**src/rtl/maze_ram_arbiter.sv**
```systemverilog
// maze_ram_arbiter
//   Shares the single-port maze cell RAM (40x30 cells, 2 bits each,
//   address = row*40 + col) between three sources, highest priority first:
//     - VGA renderer : read-only, fixed 2-cycle latency, never stalled
//     - clear sweep  : writes CLEAR_VALUE to every cell after i_Clear
//     - generator    : read/write through a valid/ready handshake
//
//   Ports
//     i_Clk, i_Reset                    clock, synchronous active-high reset
//     i_Disp_Req/Addr, o_Disp_Data/Valid renderer read port
//     i_Gen_Valid/Write/Addr/WrData,     generator request
//     o_Gen_Ready                        generator accept (combinational)
//     o_Gen_RdData/RdValid               generator read return
//     o_Gen_Starve                       generator blocked STARVE_LIMIT cycles
//     i_Clear, o_Clear_Busy/Done         clear sweep control and status
//     o_AddrErr                          pulse for a granted address >= CELLS
//     o_Mem_Addr/WrEn/WrData, i_Mem_RdData  registered RAM interface
//     o_DispCount, o_GenCount            grant statistics
//
//   Build option: define MAZE_ARB_STATS_EN to build the saturating grant
//   counters; otherwise o_DispCount/o_GenCount are tied to 0.

module maze_ram_arbiter #(
  parameter int                CELLS        = 1200,
  parameter int                ADDR_W       = 11,
  parameter int                DATA_W       = 2,
  parameter logic [DATA_W-1:0] CLEAR_VALUE  = 2'b01,
  parameter int                STARVE_LIMIT = 64
) (
  input  logic              i_Clk,
  input  logic              i_Reset,
  input  logic              i_Disp_Req,
  input  logic [ADDR_W-1:0] i_Disp_Addr,
  output logic [DATA_W-1:0] o_Disp_Data,
  output logic              o_Disp_Valid,
  input  logic              i_Gen_Valid,
  output logic              o_Gen_Ready,
  input  logic              i_Gen_Write,
  input  logic [ADDR_W-1:0] i_Gen_Addr,
  input  logic [DATA_W-1:0] i_Gen_WrData,
  output logic [DATA_W-1:0] o_Gen_RdData,
  output logic              o_Gen_RdValid,
  output logic              o_Gen_Starve,
  input  logic              i_Clear,
  output logic              o_Clear_Busy,
  output logic              o_Clear_Done,
  output logic              o_AddrErr,
  output logic [ADDR_W-1:0] o_Mem_Addr,
  output logic              o_Mem_WrEn,
  output logic [DATA_W-1:0] o_Mem_WrData,
  input  logic [DATA_W-1:0] i_Mem_RdData,
  output logic [15:0]       o_DispCount,
  output logic [15:0]       o_GenCount
);

  localparam logic [1:0] S_IDLE  = 2'd0;
  localparam logic [1:0] S_CLEAR = 2'd1;
  localparam logic [1:0] S_DONE  = 2'd2;

  localparam int                SC_W       = $clog2(STARVE_LIMIT + 1);
  localparam logic [ADDR_W-1:0] LAST_CELL  = ADDR_W'(CELLS - 1);
  localparam logic [SC_W-1:0]   STARVE_MAX = SC_W'(STARVE_LIMIT);

  function automatic logic in_range(input logic [ADDR_W-1:0] a);
    return 32'(a) < 32'(CELLS);
  endfunction

  function automatic logic [SC_W-1:0] starve_sat_inc(input logic [SC_W-1:0] c);
    return (c == STARVE_MAX) ? c : c + 1'b1;
  endfunction

  logic [1:0]        state;
  logic [ADDR_W-1:0] clr_cnt;
  logic [SC_W-1:0]   starve_cnt;

  logic              gen_ready, gen_acc, clr_grant;
  logic              grant_any, grant_we, grant_oor;
  logic [ADDR_W-1:0] grant_addr;
  logic [DATA_W-1:0] grant_data;

  logic [ADDR_W-1:0] mem_addr_p0;
  logic [DATA_W-1:0] mem_wd_p0;
  logic              mem_we_p0, err_p0, rd_err_p0;
  logic              disp_vld_p0, gen_vld_p0;
  logic              disp_vld_p1, gen_vld_p1, rd_err_p1;

  // Grant selection: display always wins, so the clear sweep and the
  // generator only see the cycles the renderer leaves free.
  always_comb begin
    gen_ready  = ~i_Disp_Req & (state == S_IDLE);
    gen_acc    = i_Gen_Valid & gen_ready;
    clr_grant  = ~i_Disp_Req & (state == S_CLEAR);
    grant_addr = i_Disp_Addr;
    grant_data = '0;
    grant_we   = 1'b0;
    if (clr_grant) begin
      grant_addr = clr_cnt;
      grant_data = CLEAR_VALUE;
      grant_we   = 1'b1;
    end else if (gen_acc) begin
      grant_addr = i_Gen_Addr;
      grant_data = i_Gen_WrData;
      grant_we   = i_Gen_Write;
    end
    grant_any = i_Disp_Req | clr_grant | gen_acc;
    grant_oor = grant_any & ~in_range(grant_addr);
  end

  // Stage p0: registered RAM command, one cycle after the grant.
  // Out-of-range writes are dropped here; out-of-range reads keep their
  // strobe and have their data zeroed at the output.
  always_ff @(posedge i_Clk) begin
    if (i_Reset) begin
      mem_addr_p0 <= '0;
      mem_wd_p0   <= '0;
      mem_we_p0   <= 1'b0;
      err_p0      <= 1'b0;
      rd_err_p0   <= 1'b0;
      disp_vld_p0 <= 1'b0;
      gen_vld_p0  <= 1'b0;
    end else begin
      if (grant_any) begin
        mem_addr_p0 <= grant_addr;
        mem_wd_p0   <= grant_data;
      end
      mem_we_p0   <= grant_we & ~grant_oor;
      err_p0      <= grant_oor;
      rd_err_p0   <= grant_oor & ~grant_we;
      disp_vld_p0 <= i_Disp_Req;
      gen_vld_p0  <= gen_acc & ~i_Gen_Write;
    end
  end

  // Stage p1: RAM read data arrives; steer it to the requester.
  always_ff @(posedge i_Clk) begin
    if (i_Reset) begin
      disp_vld_p1 <= 1'b0;
      gen_vld_p1  <= 1'b0;
      rd_err_p1   <= 1'b0;
    end else begin
      disp_vld_p1 <= disp_vld_p0;
      gen_vld_p1  <= gen_vld_p0;
      rd_err_p1   <= rd_err_p0;
    end
  end

  // Clear-sweep sequencer and generator starvation watchdog.
  always_ff @(posedge i_Clk) begin
    if (i_Reset) begin
      state      <= S_IDLE;
      clr_cnt    <= '0;
      starve_cnt <= '0;
    end else begin
      case (state)
        S_IDLE: begin
          if (i_Clear) begin
            state   <= S_CLEAR;
            clr_cnt <= '0;
          end
        end
        S_CLEAR: begin
          if (clr_grant) begin
            if (clr_cnt == LAST_CELL) state <= S_DONE;
            else                      clr_cnt <= clr_cnt + 1'b1;
          end
        end
        S_DONE:  state <= S_IDLE;
        default: state <= S_IDLE;
      endcase
      starve_cnt <= (i_Gen_Valid & ~gen_ready) ? starve_sat_inc(starve_cnt) : '0;
    end
  end

`ifdef MAZE_ARB_STATS_EN
  function automatic logic [15:0] stat_sat_inc(input logic [15:0] c);
    return (c == 16'hFFFF) ? c : c + 16'd1;
  endfunction

  logic [15:0] disp_cnt, gen_cnt;

  always_ff @(posedge i_Clk) begin
    if (i_Reset | i_Clear) begin
      disp_cnt <= '0;
      gen_cnt  <= '0;
    end else begin
      if (i_Disp_Req) disp_cnt <= stat_sat_inc(disp_cnt);
      if (gen_acc)    gen_cnt  <= stat_sat_inc(gen_cnt);
    end
  end

  assign o_DispCount = disp_cnt;
  assign o_GenCount  = gen_cnt;
`else
  assign o_DispCount = 16'd0;
  assign o_GenCount  = 16'd0;
`endif

  assign o_Gen_Ready   = gen_ready;
  assign o_Gen_Starve  = (starve_cnt == STARVE_MAX);
  assign o_Clear_Busy  = (state != S_IDLE);
  assign o_Clear_Done  = (state == S_DONE);
  assign o_AddrErr     = err_p0;
  assign o_Mem_Addr    = mem_addr_p0;
  assign o_Mem_WrEn    = mem_we_p0;
  assign o_Mem_WrData  = mem_wd_p0;
  assign o_Disp_Valid  = disp_vld_p1;
  assign o_Disp_Data   = (disp_vld_p1 & ~rd_err_p1) ? i_Mem_RdData : '0;
  assign o_Gen_RdValid = gen_vld_p1;
  assign o_Gen_RdData  = (gen_vld_p1 & ~rd_err_p1) ? i_Mem_RdData : '0;

endmodule

```
**config.mk**
```make
export PLATFORM = sky130hd
export DESIGN_NAME = maze_ram_arbiter
export DESIGN_NICKNAME = d
export VERILOG_FILES = /design/src/rtl/maze_ram_arbiter.sv
export SDC_FILE = /design/constraint.sdc
export NUM_CORES = 1
export LEC_CHECK = 0
export CORE_MARGIN = 2
export CORE_UTILIZATION = 48
export DETAILED_ROUTE_END_ITERATION = 12
export GPL_TIMING_DRIVEN = 0
export PLACE_DENSITY = 0.86
export RECOVER_POWER = 100
export SYNTH_ARGS = -nofsm -noshare
export SYNTH_HDL_FRONTEND = slang
export SYNTH_SLANG_ARGS = --single-unit
```
**constraint.sdc**
```tcl
create_clock -name i_Clk -period 5.2 [get_ports i_Clk]
set_input_delay 1.56 -clock i_Clk [delete_from_list [all_inputs] [get_ports i_Clk]]
set_output_delay 1.56 -clock i_Clk [all_outputs]
set_load 0.005 [all_outputs]
```
==> run metrics <==
worst path buffer plus inverter count 5; Cell Area, Placed 0.00315 mm²; post-synthesis sequential area ratio 0.342; min Tclk post-route 4.95 ns; initial antenna violation count 0; compound-gate portion of the synthesized area 0.143; Worst Skew 0.00805 ns; Hold Path Class reg2reg; Final Util 0.664; Synth Area in Simple Gates 0.261; setup_tns 0 ns; CP required 3.64 ns; PD cells 216 mW/mm²; layout cells sized above 1 0.144; cell mode on critical path clkdlybuf4s50_1; # port buffers 55; leak pwr 0.00140 µW; Top Family by Delay on Critical Path buffers and inverters; final hold violations 0; Logic pwr share 0.221; synthesized-area fraction occupied by adder cells 0.0156; xor/xnor cell area share of the yosys netlist 0.0547; Reg2Reg Depth 6; Met1 Wirelength 2.38 mm; Max Freq 0.202 GHz; core area 0.00479 mm²; Residual DRC 0; Worst setup EP type output port; TritonRoute pass-1 iters 5; sw power 185 µW; Routed WL 5.43 mm; Yosys warnings 0; commonest non-fill, non-tap cell in the layout dfxtp_1; initial DRC count 86; Hold Path Depth 1; fin nets 410; Vias/cell 4.84; DR WL/cell 12.3 µm; WP data arrival 3.39 ns; hold bufs inserted after CTS 0; DR top layer met4; Post-synth top flop dfxtp_1; hpwl dp 4.28 mm; cell area after layout 0.00318 mm²; VDD IR max 0.000123 V; total power 688 µW; Synth Cell Area 0.00240 mm²; number of synthesized flops with an enable pin 0; main area contributors after synthesis dfxtp_1, buf_4, nor2_1; clock slew at reported path FFs 0.07 ns; H-Tree Depth 2; clock root cell clkbuf_8; # setup viols final 0; CTS resizes 0; vias in the first global route 1924; Final Hold Slack 0.442 ns; max-cap violations 0; worst r2r src state[0]; Via Count 2138; Multi-input gate area 0.00129 mm²; ANT nets after route 0; syn_area_per_cell 8.51 µm²; I/O pin count 89; CP peak stage delay 0.50 ns; outcome complete, no violations; Clock Path Buffers 2; FF+latch area 821 µm²; global route overflow 0; chip width 74.7 µm; flop2flop setup slack 2.71 ns; CTS Sinks 41; RD Place Congestion 0.880; chip height 74.7 µm; # fillers 412; pin count of the biggest net entering global routing 13; largest area contributor in the netlist dfxtp_1; all-layer global routing usage 0.205; Ant. Diodes 0; fin crit share 0.951; CTS Buf Count 5; metal3 WL 311 µm; most frequent cells in the layout dfxtp_1, buf_4, clkdlybuf4s50_1; crit path launch type input pin; Area growth, synth to finish 32.4%; CTS tree yes; Worst-Margin Slew 1.34 ns; Max FO, Critical Path 10; Net Sw Frac 0.269; RSZ-0062 raised after global routing false; Starting Density 0.501; met2 routed WL 2.65 mm; Int Power 503 µW; clock power share 0.292; Slew HR 0.0915; global-route wire length before repair 8.87 mm; Gate Count Post-Synth 282; post-synth cell types 54; sequential power share 0.487; largest family of logic cells by synthesized area simple AND/OR/NAND/NOR gates; worst path cell trace clkdlybuf4s50_1 -> clkbuf_1 -> buf_6 -> or3_1 -> inv_1 -> clkdlybuf4s50_1; pins over their slew limit 0; top-area cell type share of the netlist area 0.342; CP max-delay cell clkdlybuf4s50_1; Worst R2R End o_Mem_Addr[0]; setup bufs post-CTS 0; die area 0.00558 mm²; Clock Latency Late Sink 0.30 ns; Hold Path Origin disp_vld_p0; Seq cells post-synth 41; Hold EP o_Disp_Valid; Async SR Flop Fraction 0; mux cell area share after synthesis 0.0292; WS Path Type in2out; std cell rows 25
-- per-layer routing --
layer  vias up  global-route usage
met5         -                   0
met4         0              0.0476
met3        10              0.0388
met2        81               0.355
met1       952               0.266
li1       1095                   -
-- sequential cells by signal (all words and copies together), names as in the netlist --
name and cells:
o_Disp_Valid 1, o_AddrErr 1, disp_vld_p0 1, rd_err_p1 1
rd_err_p0 1, starve_cnt 7, o_Gen_RdValid 1, state 2
o_Mem_WrEn 1, o_Mem_WrData 2, gen_vld_p0 1, clr_cnt 11
o_Mem_Addr 11
-- cell type report --
class                      count  area share
clock inverter                 1     0.00276
clock buffer                   6      0.0228
inverter                       6     0.00709
timing repair buffer          55       0.173
buffer                        48       0.102
multi-input combinational    218       0.407
sequential                    41       0.258
tap                           67      0.0264
-- kinds of logic after synthesis --
kind of cell    after synthesis
other cells                   1
buf+inv                      54
compound gates               49
flops                        41
mux                           7
simple gates                112
xor+xnor                     15
fa+ha+maj                     3
-- Yosys cell counts, drive strengths merged, types with 3 or more instances --
cell type,instances
nand4,5
ha,3
inv,6
o211ai,5
nor2,31
and3,7
nor3,7
a21oi,18
nand2,20
or3,3
dfxtp,41
nor2b,6
xnor2,3
and3b,4
a211oi,5
nor4b,4
buf,44
clkbuf,4
o21ai,5
mux2i,7
nand3b,3
xor2,12
nand3,8
nand2b,6
-- worst reg2reg max path: stages (launching register included) --
cell	delay (ns)
dfxtp_1	0.36
clkbuf_1	0.26
nor4b_1	1.18
mux2i_1	0.28
nand2_1	0.06
o211ai_1	0.13
a21oi_2	0.08
-- worst max path at each step --
stage / slack [ns] / cells after the start / end / start
2_1_floorplan: 1.43 / 4 / o_Gen_Ready / i_Disp_Req
3_3_place_gp: 0.42 / 6 / o_Gen_Ready / i_Disp_Req
3_5_place_dp: 0.39 / 6 / o_Gen_Ready / i_Disp_Req
4_1_cts: 0.39 / 6 / o_Gen_Ready / i_Disp_Req
5_1_grt: 0.19 / 6 / o_Gen_Ready / i_Disp_Req
6_report: 0.25 / 6 / o_Gen_Ready / i_Disp_Req
-- power by group through the flow --
stage	clock network (µW)	registers, µW	logic [µW]
2_1_floorplan	0	342	95.7
3_5_place_dp	0	342	160
5_1_grt	218	336	169
6_report	201	335	152
4_1_cts	203	335	161
3_3_place_gp	0	342	158
-- through the flow --
step / instances / setup slack, ns
4_1_cts: 442 / 0.386
5_1_grt: 442 / 0.187
3_5_place_dp: 435 / 0.387
6_report: 442 / 0.254
3_3_place_gp: 435 / 0.425
2_1_floorplan: 313 / 1.43
(Power assumes the default switching activity.)
